==> src/rtl/apb_pkg.sv <==
// Shared APB completer definitions.
//   apb_slv_state_e : completer FSM state encoding
//   APB_AW / APB_DW : bus address / data widths
//   addr_err()      : 1 when a byte address falls outside the word window
//                     [base, base + 4*depth) or is not word aligned
package apb_pkg;

   localparam int APB_AW = 32;
   localparam int APB_DW = 32;

   typedef enum logic [1:0] {IDLE, WAIT, DONE} apb_slv_state_e;

   function automatic logic addr_err(input logic [APB_AW-1:0] paddr,
                                     input logic [APB_AW-1:0] base,
                                     input logic [APB_AW-1:0] depth);
      logic [APB_AW-1:0] off;
      off = paddr - base;
      return (paddr < base) || ((off >> 2) >= depth) || (paddr[1:0] != 2'b00);
   endfunction

endpackage

==> src/rtl/apb_slave_regfile.sv <==
// Word memory behind the APB completer.
//   clk    : clock, writes on posedge
//   rst_n  : asynchronous active-low clear of every word
//   we     : write enable
//   addr   : word index, shared by the write and read ports
//   wdata  : write data
//   rdata  : combinational read of mem[addr]
module apb_slave_regfile #(
   parameter int DEPTH = 16,
   parameter int DW    = 32,
   parameter int AW    = $clog2(DEPTH)
) (
   input  logic          clk,
   input  logic          rst_n,
   input  logic          we,
   input  logic [AW-1:0] addr,
   input  logic [DW-1:0] wdata,
   output logic [DW-1:0] rdata
);

   logic [DW-1:0] mem_q [DEPTH];

   always_ff @(posedge clk or negedge rst_n) begin
      if (!rst_n) begin
         mem_q <= '{default: '0};
      end else if (we) begin
         mem_q[addr] <= wdata;
      end
   end

   assign rdata = mem_q[addr];

endmodule

==> src/rtl/apb_slave_mem.sv <==
// APB completer backing a DEPTH x 32-bit memory, with a fixed number of
// PREADY-low wait states per transfer and PSLVERR on illegal addresses.
//   clk      : bus clock
//   PRESETn  : asynchronous active-low reset (clears outputs and memory)
//   PSEL1    : slave select
//   PENABLE  : access phase strobe
//   PWRITE   : 1 = write, 0 = read
//   PADDR    : byte address
//   PWDATA   : write data
//   PRDATA   : read data (registered)
//   PREADY   : transfer complete (registered)
//   PSLVERR  : error response (registered)
//
// state | meaning
// IDLE  | waiting for a setup phase
// WAIT  | access phase, PREADY low, wait counter running down
// DONE  | access phase, PREADY high with response loaded
module apb_slave_mem
   import apb_pkg::*;
#(
   parameter int                DEPTH       = 16,
   parameter int                WAIT_CYCLES = 2,
   parameter logic [APB_AW-1:0] BASE_ADDR   = '0
) (
   input  logic              clk,
   input  logic              PRESETn,
   input  logic              PSEL1,
   input  logic              PENABLE,
   input  logic              PWRITE,
   input  logic [APB_AW-1:0] PADDR,
   input  logic [APB_DW-1:0] PWDATA,
   output logic [APB_DW-1:0] PRDATA,
   output logic              PREADY,
   output logic              PSLVERR
);

   localparam int IDXW = $clog2(DEPTH);
   localparam int CW   = (WAIT_CYCLES > 0) ? $clog2(WAIT_CYCLES + 1) : 1;

   apb_slv_state_e    state_q, state_d;
   logic [CW-1:0]     cnt_q, cnt_d;
   logic              pready_q, pready_d;
   logic              pslverr_q, pslverr_d;
   logic [APB_DW-1:0] prdata_q, prdata_d;

   logic              acc_err;
   logic [IDXW-1:0]   idx;
   logic              mem_we;
   logic [APB_DW-1:0] mem_rdata;
   logic [APB_DW-1:0] resp_rdata;

   // idx is only meaningful when acc_err is 0; out-of-range addresses never
   // reach the memory write port.
   assign acc_err    = addr_err(PADDR, BASE_ADDR, APB_AW'(DEPTH));
   assign idx        = IDXW'((PADDR - BASE_ADDR) >> 2);
   assign resp_rdata = (PWRITE || acc_err) ? '0 : mem_rdata;

   apb_slave_regfile #(
      .DEPTH (DEPTH),
      .DW    (APB_DW)
   ) u_regfile (
      .clk   (clk),
      .rst_n (PRESETn),
      .we    (mem_we),
      .addr  (idx),
      .wdata (PWDATA),
      .rdata (mem_rdata)
   );

   always_comb begin
      state_d   = state_q;
      cnt_d     = cnt_q;
      pready_d  = pready_q;
      pslverr_d = pslverr_q;
      prdata_d  = prdata_q;
      mem_we    = 1'b0;

      if (PSEL1 && !PENABLE) begin
         // A setup phase restarts the transfer from any state.
         if (WAIT_CYCLES == 0) begin
            state_d   = DONE;
            cnt_d     = '0;
            pready_d  = 1'b1;
            pslverr_d = acc_err;
            prdata_d  = resp_rdata;
         end else begin
            state_d   = WAIT;
            cnt_d     = CW'(WAIT_CYCLES - 1);
            pready_d  = 1'b0;
            pslverr_d = 1'b0;
            prdata_d  = '0;
         end
      end else if (!PSEL1) begin
         // Idle bus, or the master aborted: drop everything, no write.
         state_d   = IDLE;
         cnt_d     = '0;
         pready_d  = 1'b0;
         pslverr_d = 1'b0;
         prdata_d  = '0;
      end else begin
         unique case (state_q)
            IDLE: begin
               // Access strobe without a setup phase is ignored.
            end
            WAIT: begin
               if (cnt_q == '0) begin
                  state_d   = DONE;
                  pready_d  = 1'b1;
                  pslverr_d = acc_err;
                  prdata_d  = resp_rdata;
               end else begin
                  cnt_d = cnt_q - 1'b1;
               end
            end
            DONE: begin
               mem_we    = PWRITE && !acc_err;
               state_d   = IDLE;
               cnt_d     = '0;
               pready_d  = 1'b0;
               pslverr_d = 1'b0;
               prdata_d  = '0;
            end
            default: begin
               state_d   = IDLE;
               cnt_d     = '0;
               pready_d  = 1'b0;
               pslverr_d = 1'b0;
               prdata_d  = '0;
            end
         endcase
      end
   end

   always_ff @(posedge clk or negedge PRESETn) begin
      if (!PRESETn) begin
         state_q   <= IDLE;
         cnt_q     <= '0;
         pready_q  <= 1'b0;
         pslverr_q <= 1'b0;
         prdata_q  <= '0;
      end else begin
         state_q   <= state_d;
         cnt_q     <= cnt_d;
         pready_q  <= pready_d;
         pslverr_q <= pslverr_d;
         prdata_q  <= prdata_d;
      end
   end

   assign PREADY  = pready_q;
   assign PSLVERR = pslverr_q;
   assign PRDATA  = prdata_q;

endmodule

==> config.mk <==
export PLATFORM = sky130hd
export DESIGN_NAME = apb_slave_mem
export DESIGN_NICKNAME = d
export VERILOG_FILES = /design/src/rtl/apb_pkg.sv /design/src/rtl/apb_slave_regfile.sv /design/src/rtl/apb_slave_mem.sv
export SDC_FILE = /design/constraint.sdc
export NUM_CORES = 1
export LEC_CHECK = 0
export ABC_AREA = 1
export CAP_MARGIN = 20
export CELL_PAD_IN_SITES_DETAIL_PLACEMENT = 0
export CELL_PAD_IN_SITES_GLOBAL_PLACEMENT = 1
export CORE_MARGIN = 2
export CORE_UTILIZATION = 45
export DETAILED_ROUTE_END_ITERATION = 6
export PLACE_DENSITY_LB_ADDON = 0.1
export SLEW_MARGIN = 15
export SYNTH_ARGS = -nofsm -noshare
export SYNTH_HDL_FRONTEND = slang
export SYNTH_SLANG_ARGS = --single-unit
export TNS_END_PERCENT = 50
==> constraint.sdc <==
create_clock -name clk -period 2.43 [get_ports clk]
set_clock_uncertainty 0.1 [all_clocks]
set_input_delay 0.6075 -clock clk [delete_from_list [all_inputs] [get_ports clk]]
set_output_delay 0.6075 -clock clk [all_outputs]
set_load 0.05 [all_outputs]
* After elaboration in Yosys (flattened, before gate mapping) *
Cells that the tools add are included.

storage, ports and cells
  register bits after elaboration = 550
  input bits = 69
  output and inout port bits = 34
  word-level logic and storage cells = 75

cells by class
  add/sub/neg operators = 1
  $lt $le $gt $ge = 4
  eq/ne operators = 5
  muxes and demuxes = 30
  bitwise operators = 1
  reductions and logical operators = 13

operator list
  operator                                                                              count
  512-bit bitwise mux                                                                   1
  32-bit 2-to-1 mux                                                                     7
  32-bit binary-select mux with 4-bit select                                            1
  32-bit demux with 4-bit select                                                        1
  32-bit one-hot mux with 2 select lines                                                1
  32-bit by 1-bit less-than comparator with 1-bit output, second input constant         1
  30-bit by 5-bit greater-or-equal comparator with 1-bit output, second input constant  1
  2-bit 2-to-1 mux                                                                      6
  1-bit 2-to-1 mux                                                                      9
  4-bit != test, second input constant                                                  2
  2-bit one-hot mux with 2 select lines                                                 2
  5-bit greater-or-equal comparator, second input constant                              1
  5-bit by 1-bit less-than comparator with 1-bit output, second input constant          1
  4-bit NOT with 5-bit output                                                           1
  2-bit zero test                                                                       2
  1-bit one-hot mux with 2 select lines                                                 2
  2-bit AND reduction                                                                   2
  1-bit logical AND                                                                     3
  1-bit logical OR                                                                      3
  3-bit != test, second input constant                                                  1
  2-bit by 1-bit equality test with 1-bit output, second input constant                 1
  2-bit equality test, second input constant                                            1
  1-bit zero test                                                                       2
  2-bit nonzero test                                                                    1
  2-bit by 1-bit subtractor with 2-bit output, second input constant                    1

* Longest topological paths before layout *
Gate-level depths: netlist of the first run.

  depth after elaboration = 9
  gate-level depth with buffers = 13
  depth with buffers taken out = 10

* Modules after synthesis *
Synthesis of the first run repeated with hierarchy kept, for this count alone.

second synthesis, totals
  cells, all modules = 3532
  area, all modules = 25886.1 um^2

by module, submodules not included
  module             times used  cells an instance  area each (um^2)  seq. area each (um^2)
  apb_slave_regfile  1           3265               23852.9           12812.3
  apb_slave_mem      1           267                2033.2            925.9

* Least setup slack after synthesis of the first run *
OpenSTA, ideal clock, no wires.

  path type = reg-to-reg
  start point = register state_q[1]
  end point = register u_regfile.mem_q[326] in the netlist's numbering
  library setup time = 0.117 ns
  arrival time = 1.808 ns
  required time = 2.213 ns
  slack = 0.405 ns
  stages on the path, launching flop included = 8
  buffers on the path = 2
  period minus slack after synthesis = 2.025 ns
  path through = dfrtp_1 inv_2 nor4_4 buf_2 nand3_1 clkbuf_1 nand2_1 nand2_1

between the ends
  cells in the longest elaborated chain, start to end = 4

RTL lines
  item                            RTL line                 source
  start: declaration              apb_slave_mem.sv:40      apb_slv_state_e state_q, state_d;
  start signal: assignment        apb_slave_mem.sv:142     state_q <= state_d;
  2-bit equality test             apb_slave_mem.sv:101     unique case (state_q)
  1-bit 2-to-1 mux                apb_slave_mem.sv:101
  1-bit 2-to-1 mux                apb_slave_mem.sv:93      end else if (!PSEL1) begin
  1-bit 2-to-1 mux                apb_slave_mem.sv:78      if (PSEL1 && !PENABLE) begin
  end signal: indexed assignment  apb_slave_regfile.sv:27  mem_q[addr] <= wdata;
  end: declaration                apb_slave_regfile.sv:21  logic [DW-1:0] mem_q [DEPTH];

Every way passes these cells.
A chain may end at the register's enable or synchronous reset.

==> results of run 1 <==
-- flip-flops by register name (all words and copies together) (netlist names) --
name and count:
PRDATA 32, cnt_q 2, u_regfile.mem_q 512, state_q 2
PSLVERR 1
-- final timing paths --
path / start / to / slack [ns] / depth (start not counted)
worst max-delay path: state_q[1] / PREADY / 0.17 / 1
worst min-delay path: u_regfile.mem_q[322] / u_regfile.mem_q[322] / 0.37 / 2
worst max register to register: state_q[1] / u_regfile.mem_q[433] / 0.46 / 7
worst min register to register: u_regfile.mem_q[322] / u_regfile.mem_q[322] / 0.37 / 2
max in group asynchronous: PRESETn / u_regfile.mem_q[67] / 1.03 / 3
min in group asynchronous: PRESETn / u_regfile.mem_q[390] / 0.39 / 2
-- synthesized netlist by cell type --
| master | instances | area [um^2] |
|---|---|---|
| nand3_1 | 19 | 95.1 |
| dfrtp_1 | 549 | 13700 |
| nand4_1 | 513 | 3210 |
| buf_2 | 133 | 666 |
| nor2_4 | 2 | 22.5 |
| inv_2 | 11 | 41.3 |
| o22ai_1 | 1 | 6.26 |
| nor2_1 | 221 | 830 |
| buf_1 | 11 | 41.3 |
| a211o_1 | 1 | 8.76 |
| inv_1 | 426 | 1600 |
| clkbuf_1 | 222 | 833 |
| o21bai_1 | 32 | 240 |
| a211oi_1 | 1 | 7.51 |
| buf_4 | 6 | 45.0 |
| o21ai_0 | 35 | 175 |
| ha_1 | 1 | 12.5 |
| nor4_4 | 1 | 21.3 |
| nor2_2 | 6 | 37.5 |
| nand2_1 | 2164 | 8120 |
-- cell families (layout without fill, tap and decap cells) --
| group | Yosys count | count (layout) | synth area share (%) |
|---|---|---|---|
| AO/OA/AOI/OAI | 70 | 70 | 1.47 |
| adder cells (fa/ha/maj) | 1 | 1 | 0.0420 |
| buffers and inverters | 809 | 920 | 10.8 |
| flip-flops | 549 | 549 | 46.2 |
| AND/OR/NAND/NOR | 2926 | 2926 | 41.5 |
-- power breakdown --
part,switching (mW),internal [mW]
Sequential,0.00328,9.15
Combinational,1.37,0.628
Clock,3.98,5.95
-- metrics by stage --
stage                     hold WS [ns]  util [%]  setup slack [ns]
after global placement           0.349      51.4            -0.217
final                            0.366      54.6             0.165
after detailed placement         0.353      51.4            -0.223
after floorplan                  0.212         -             0.405
after global routing             0.382      54.6             0.113
after CTS                        0.366      54.6             0.132
-- area by class of cell --
| cell class | count | area (um^2) | area share (%) |
|---|---|---|---|
| Sequential cell | 549 | 13700 | 38.3 |
| Multi-Input combinational cell | 2997 | 13000 | 36.3 |
| Timing Repair Buffer | 368 | 4220 | 11.8 |
| Clock buffer | 109 | 2090 | 5.83 |
| Inverter | 437 | 1650 | 4.59 |
| Tap cell | 864 | 1080 | 3.02 |
| Clock inverter | 6 | 58.8 | 0.164 |
-- routing by layer --
| layer | wire length, um | global-route usage (%) | part of all wire, % | vias up |
|---|---|---|---|---|
| li1 | - | - | - | 13700 |
| met1 | 48300 | 45.0 | 44 | 13700 |
| met2 | 50500 | 52.5 | 46 | 968 |
| met3 | 7120 | 4.84 | 6.5 | 205 |
| met4 | 3780 | 12.1 | 3.4 | 2 |
| met5 | 12 | 0 | 0.011 | - |
-- timing repair --
| item | CTS | global route |
|---|---|---|
| setup endpoints to repair | 34 | 0 |
| gates resized for setup | 34 | 0 |
| hold endpoints to repair | 21 | 0 |
| hold buffers | 1 | 0 |
==> results_dict.tcl, run 1 <==
set metrics [dict create \
    chipHeight_um 261 \
    track_usage_pct 32.7 \
    crit_path_max_fanout 4 \
    yosysWarnings 0 \
    seq_area_frac_synth_pct 46.2 \
    antenna_found_initial 1 \
    grt_pass1_vias 27700 \
    fin_crit_ns 2.26 \
    critical_path_class "flip-flop to output port" \
    layout_commonest_cell "nand2_1" \
    clk_latency_ns 0.61 \
    placedCellCount 5214 \
    status "completed" \
    yosys_register_bits 549 \
    syn-cell-area_um2 29800 \
    p_leak_nw 19.4 \
    grt_pass1_wl_um 170000 \
    crit_family "buffers and inverters" \
    htree_num_levels 3 \
    die-area_um2 68200 \
    dpl-instance-area_um2 33700 \
    drc 0 \
    vias 28500 \
    nFillCells 6511 \
    cts_tree "done" \
    critPathArrivalTime_ns 1.56 \
    cts_made_buffers 66 \
    path_clk_slew_ns 0.06 \
    drtIter0Drc 2555 \
    final_hold_viol_count 0 \
    ios 103 \
    initial_core_util_pct 45.3 \
    core_area_um2 65600 \
    antenna_left 0 \
    gp_congestion 0.831 \
    worst_pin_slew_ns 0.539 \
    root_buffer "clkbuf_16" \
    mappedNetlistNets 4425 \
    num_antenna_cells 0 \
    layout_common_cells "nand2_1 (2164), dfrtp_1 (549), nand4_1 (513)" \
    rows 94 \
    power.density_nw_per_um2 588 \
    clock_tree.buffer_depth 3 \
    grt_overflow 0 \
    area_growth_pct 20.4 \
    layout-drive-gt1-share_pct 9.20 \
    viasPerCell 5.35 \
    fin_cells 5330 \
    crit_path_top_delay_cell "dlygate4sd2_1" \
    setup_viol 0 \
    critPathLaunchType "flip-flop" \
    port_buffers 102 \
    wl_um 110000 \
    yosysUniqueCellTypes 20 \
    clock_sink_count 549 \
    rsz0062_at_grt "no" \
    cp-end-kind "output port" \
    cp_num_buf_inv 1 \
    synthCells 4355 \
    holdCritPathClass "flip-flop to flip-flop" \
    syn_avg_cell_area_um2 6.83 \
    max-cap-violations 0 \
    power_mw 21.1 \
    avgRoutedWirePerCell_um 20.6 \
    irDropWorstVdd_mv 0.444 \
    crit_path_cell_trace "dlygate4sd2_1" \
    final_nets 4489 \
    grt_max_degree 84 \
    tns_ns 0 \
    cts_setup_buffers 0 \
    relSlewSlack_pct 64.2 \
    drv_slew 0 \
    period_share_pct 93.2 \
    place_hpwl_um 68700 \
    clock.fmax_mhz 442 \
    critical_path.max_stage_delay_ns 0.55 \
    required_ns 1.72 \
    fin_area_um2 35800 \
    firstDrtPassIters 5 \
    die_w_um 261 \
]
(Power assumes the default switching activity.)
==> run 2, diff against run 1 <==
--- a/config.mk
+++ b/config.mk
@@ -9,7 +9,6 @@
 export CAP_MARGIN = 20
 export CELL_PAD_IN_SITES_DETAIL_PLACEMENT = 0
 export CELL_PAD_IN_SITES_GLOBAL_PLACEMENT = 1
-export CORE_MARGIN = 2
 export CORE_UTILIZATION = 45
 export DETAILED_ROUTE_END_ITERATION = 6
 export PLACE_DENSITY_LB_ADDON = 0.1
==> constraint.sdc (replaced) <==
create_clock -name clk -period 2.5 [get_ports clk]
set_clock_uncertainty 0.1 [all_clocks]
set_input_delay 0.625 -clock clk [delete_from_list [all_inputs] [get_ports clk]]
set_output_delay 0.625 -clock clk [all_outputs]
set_load 0.05 [all_outputs]
==> run 2 against run 1 <==
Effect of this change: design area up 0.25%; setup slack got worse by 0.13 ns; register-to-register slack better by 0.13 ns; non-clock buffer count increased by 5; sequential cell count is the same; global-route usage decreased by 0.30 points; via count is 0.34% lower; wire length decreased by 2.0%; hold slack lost 0.00054 ns; clock-buffer cell count is the same; critical path depth unchanged; critical path type unchanged; largest cell class unchanged.
==> results_dict.tcl, run 2 (synthesized netlist as in run 1, its figures left out) <==
set metrics [dict create \
    tns_ns 0 \
    period_share_pct 98.5 \
    rsz0062_at_grt "no" \
    drv_slew 0 \
    grt_pass1_vias 26700 \
    clock_sink_count 549 \
    gp_congestion 0.841 \
    max-cap-violations 0 \
    chipHeight_um 259 \
    place_hpwl_um 67700 \
    track_usage_pct 32.4 \
    crit_path_max_fanout 2 \
    crit_family "buffers and inverters" \
    cp-end-kind "output port" \
    worst_pin_slew_ns 0.658 \
    area_growth_pct 20.7 \
    vias 28400 \
    power_mw 20.5 \
    clock_tree.buffer_depth 3 \
    power.density_nw_per_um2 570 \
    final_hold_viol_count 0 \
    path_clk_slew_ns 0.06 \
    ios 103 \
    largest_reg_flops 512 \
    antenna_left 0 \
    cts_made_buffers 66 \
    clk_latency_ns 0.60 \
    die_w_um 259 \
    core_area_um2 64900 \
    die-area_um2 67100 \
    fin_area_um2 35900 \
    relSlewSlack_pct 56.0 \
    grt_max_degree 75 \
    cts_tree "done" \
    largest-register "u_regfile.mem_q" \
    place_ws_ns -0.126 \
    layout_commonest_cell "nand2_1" \
    p_leak_nw 19.5 \
    required_ns 1.77 \
    root_buffer "clkbuf_16" \
    final_nets 4494 \
    irDropWorstVdd_mv 0.524 \
    drtIter0Drc 2699 \
    power.share.sequential_pct 43.4 \
    layout_common_cells "nand2_1 (2163), dfrtp_1 (549), nand4_1 (513)" \
    setup_viol 0 \
    num_antenna_cells 0 \
    fin_cells 5327 \
    internal_power_mw 15.4 \
    nFillCells 6384 \
    p_comb_share_pct 9.3 \
    critPathLaunchType "flip-flop" \
    grt_pass1_wl_um 166000 \
    placedCellCount 5210 \
    hold_slack_ns 0.365 \
    clkPwrFrac_pct 47.3 \
    holdCritPathClass "flip-flop to flip-flop" \
    critical_path_class "flip-flop to output port" \
    p_sw_mw 5.12 \
    antenna_found_initial 1 \
    critPathArrivalTime_ns 1.74 \
    cp_num_buf_inv 1 \
    initial_core_util_pct 45.8 \
    viasPerCell 5.34 \
    wl_um 108000 \
    layout-drive-gt1-share_pct 9.28 \
    crit_path_top_delay_cell "clkdlybuf4s50_1" \
    dpl-instance-area_um2 33800 \
    fin_crit_ns 2.46 \
    reg2reg_slack_ns 0.59 \
    post-route-util_pct 55.3 \
    switching_share_pct 25.0 \
    critical_path.max_stage_delay_ns 0.81 \
    drc 0 \
    grt_overflow 0 \
    fin_ws_ns 0.0375 \
    clock.fmax_mhz 406 \
    crit_path_cell_trace "clkdlybuf4s50_1" \
    htree_num_levels 3 \
    status "completed" \
    firstDrtPassIters 7 \
    port_buffers 102 \
    rows 93 \
    avgRoutedWirePerCell_um 20.2 \
]
-- run 2: what timing repair did --
action	in CTS	in global routing
setup endpoints to repair	28	4
resized for setup	28	4
hold buffers	1	0
setup buffers	0	0
endpoints found under the hold margin	23	0
-- run 2: worst paths after layout --
check,startpoint,end,depth (start not counted)
worst max-delay path,PRDATA[15],PRDATA[15],1
worst max register to register,state_q[0],u_regfile.mem_q[35],6
worst min-delay path,u_regfile.mem_q[320],u_regfile.mem_q[320],2
min in group asynchronous,PRESETn,u_regfile.mem_q[168],2
worst min register to register,u_regfile.mem_q[320],u_regfile.mem_q[320],2
max in group asynchronous,PRESETn,u_regfile.mem_q[158],3
-- run 2: power by group through the flow --
stage                     Sequential, mW  Clock [mW]  Combinational, mW
after floorplan                     9.06           0              0.861
after global placement              9.05           0               1.89
after detailed placement            9.06           0               1.89
after CTS                           8.90        9.85               1.90
after global routing                8.89        10.2               2.07
final                               8.90        9.69               1.90
-- run 2: final cells by class --
cell class	count	area [um^2]	share of cell area, %
flip-flops and latches	549	13700	38.2
repair buffers	373	4300	12.0
clock inverters	7	85.1	0.237
multi-input cells	2997	13000	36.2
inverters	437	1650	4.58
clock buffers	109	2080	5.80
well taps	855	1070	2.98
-- run 2: layer usage --
layer	up-vias	share of wire (%)	track usage, %
li1	13700	-	-
met1	13600	45	46.5
met4	0	2.5	9.44
met3	159	6.5	3.69
met5	-	0	0
met2	932	46	51.7
==> run 3, diff against run 2 <==
--- a/config.mk
+++ b/config.mk
@@ -11,7 +11,7 @@
 export CELL_PAD_IN_SITES_GLOBAL_PLACEMENT = 1
 export CORE_UTILIZATION = 45
 export DETAILED_ROUTE_END_ITERATION = 6
-export PLACE_DENSITY_LB_ADDON = 0.1
+export PLACE_DENSITY = 0.88
 export SLEW_MARGIN = 15
 export SYNTH_ARGS = -nofsm -noshare
 export SYNTH_HDL_FRONTEND = slang
==> run 3 against run 2 <==
Effect of this change: combinational power hardly changed; critical path depth unchanged; fmax is 5.9% higher; non-clock buffer count is 13 higher; setup slack improved by 0.14 ns; sequential cell count stayed put; total power is 1.3% lower; hold slack improved by 0.0013 ns; wire length decreased by 3.4%; final cell count grew 0.17%; critical endpoint is now PRDATA[3]; register-to-register slack worse by 0.04 ns.
==> results_dict.tcl, run 3 (synthesized netlist as in run 1, its figures left out) <==
set metrics [dict create \
    status "completed" \
    grt_pass1_wl_um 161000 \
    place_ws_ns -0.165 \
    layout-drive-gt1-share_pct 9.53 \
    setup_viol 0 \
    drc 0 \
    critPathArrivalTime_ns 1.60 \
    cts_tree "done" \
    avgRoutedWirePerCell_um 19.5 \
    fin_crit_ns 2.33 \
    clk_latency_ns 0.64 \
    crit_path_top_delay_cell "dlygate4sd2_1" \
    antenna_found_initial 0 \
    critical_path_class "flip-flop to output port" \
    fin_ws_ns 0.175 \
    critical_path.max_stage_delay_ns 0.61 \
    fin_area_um2 35900 \
    clock_tree.buffer_depth 3 \
    die-area_um2 67100 \
    irDropWorstVdd_mv 0.445 \
    cp_num_buf_inv 1 \
    required_ns 1.77 \
    gp_congestion 0.870 \
    clkPwrFrac_pct 46.5 \
    switching_share_pct 25.1 \
    crit_path_max_fanout 2 \
    initial_core_util_pct 45.8 \
    chipHeight_um 259 \
    clock_sink_count 549 \
    antenna_left 0 \
    holdCritPathClass "flip-flop to flip-flop" \
    path_clk_slew_ns 0.06 \
    drv_slew 0 \
    p_sw_mw 5.08 \
    layout_common_cells "nand2_1 (2164), dfrtp_1 (549), nand4_1 (513)" \
    cts_made_buffers 60 \
    grt_pass1_vias 26900 \
    track_usage_pct 31.0 \
    place_hpwl_um 65600 \
    vias 28700 \
    critPathLaunchType "flip-flop" \
    grt_overflow 0 \
    die_w_um 259 \
    core_area_um2 64900 \
    drtIter0Drc 2900 \
    power_mw 20.2 \
    rows 93 \
    root_buffer "clkbuf_16" \
    crit_path_cell_trace "dlygate4sd2_1" \
    p_comb_share_pct 9.5 \
    viasPerCell 5.38 \
    firstDrtPassIters 6 \
    htree_num_levels 2 \
    dpl-instance-area_um2 33900 \
    ios 103 \
    post-route-util_pct 55.3 \
    worst_pin_slew_ns 0.612 \
    grt_max_degree 87 \
    cp-end-kind "output port" \
    max-cap-violations 0 \
    period_share_pct 93.0 \
    wl_um 104000 \
    power.share.sequential_pct 44.0 \
    port_buffers 102 \
    rsz0062_at_grt "no" \
    final_nets 4501 \
    clock.fmax_mhz 430 \
    p_leak_nw 19.4 \
    hold_slack_ns 0.366 \
    internal_power_mw 15.1 \
    largest_reg_flops 512 \
    relSlewSlack_pct 59.3 \
    num_antenna_cells 0 \
    layout_commonest_cell "nand2_1" \
    power.density_nw_per_um2 563 \
    crit_family "buffers and inverters" \
    area_growth_pct 20.7 \
    final_hold_viol_count 0 \
    largest-register "u_regfile.mem_q" \
]
[run 3: cell types whose count changed in the layout (fill, tap and decap cells not counted), sizes merged]
| cell | change |
|---|---|
| bufinv | +4 |
| inv | +1 |
| clkbuf | -12 |
| clkinv | +3 |
| dlymetal6s2s | -4 |
| buf | +14 |
| clkdlybuf4s50 | -2 |
| dlygate4sd2 | +5 |
[run 3: repair_timing]
action                                  CTS  global route
resized for setup                        33             0
endpoints found under the setup margin   33             0
buffers inserted                          0             0
hold buffers                              1             0
endpoints found under the hold margin    29             0
[run 3: path summary, 6_finish.rpt]
| path | cells after the start | from | slack, ns | end |
|---|---|---|---|---|
| max | 1 | PRDATA[3] | 0.17 | PRDATA[3] |
| min | 2 | u_regfile.mem_q[340] | 0.37 | u_regfile.mem_q[340] |
| max reg2reg | 7 | state_q[0] | 0.55 | u_regfile.mem_q[309] |
| min reg2reg | 2 | u_regfile.mem_q[340] | 0.37 | u_regfile.mem_q[340] |
| max in group asynchronous | 3 | PRESETn | 1.06 | u_regfile.mem_q[311] |
| min in group asynchronous | 2 | PRESETn | 0.45 | u_regfile.mem_q[391] |
[run 3: power groups by stage]
stage	sequential, mW	clock [mW]	combinational [mW]
final	8.89	9.41	1.92
after global routing	8.89	9.85	2.08
after CTS	8.89	9.51	1.91
after detailed placement	9.05	0	1.90
after global placement	9.05	0	1.90
after floorplan	9.06	0	0.861
[run 3: layer usage]
metal  global-route usage, %  vias to the layer above  wire length [um]
met3                    4.56                      184              7770
met4                    11.0                        0              3370
li1                        -                    13700                 -
met5                       0                        -                 0
met2                    49.9                     1094             48500
met1                    42.6                    13700             44300
[run 3: area by class of cell]
type / count / area [um^2]
Fill cell: 6288 / 29000
Sequential cell: 549 / 13700
Multi-Input combinational cell: 2997 / 13000
Timing Repair Buffer: 386 / 4390
Clock buffer: 97 / 1840
Inverter: 437 / 1650
Tap cell: 855 / 1070
Clock inverter: 15 / 236
[run 3: stage by stage]
step                      setup TNS [ns]  instances
after floorplan                        0       4355
after global placement            -37.30       5223
after detailed placement          -49.18       5223
after CTS                              0       5336
after global routing                   0       5336
final                                  0       5336
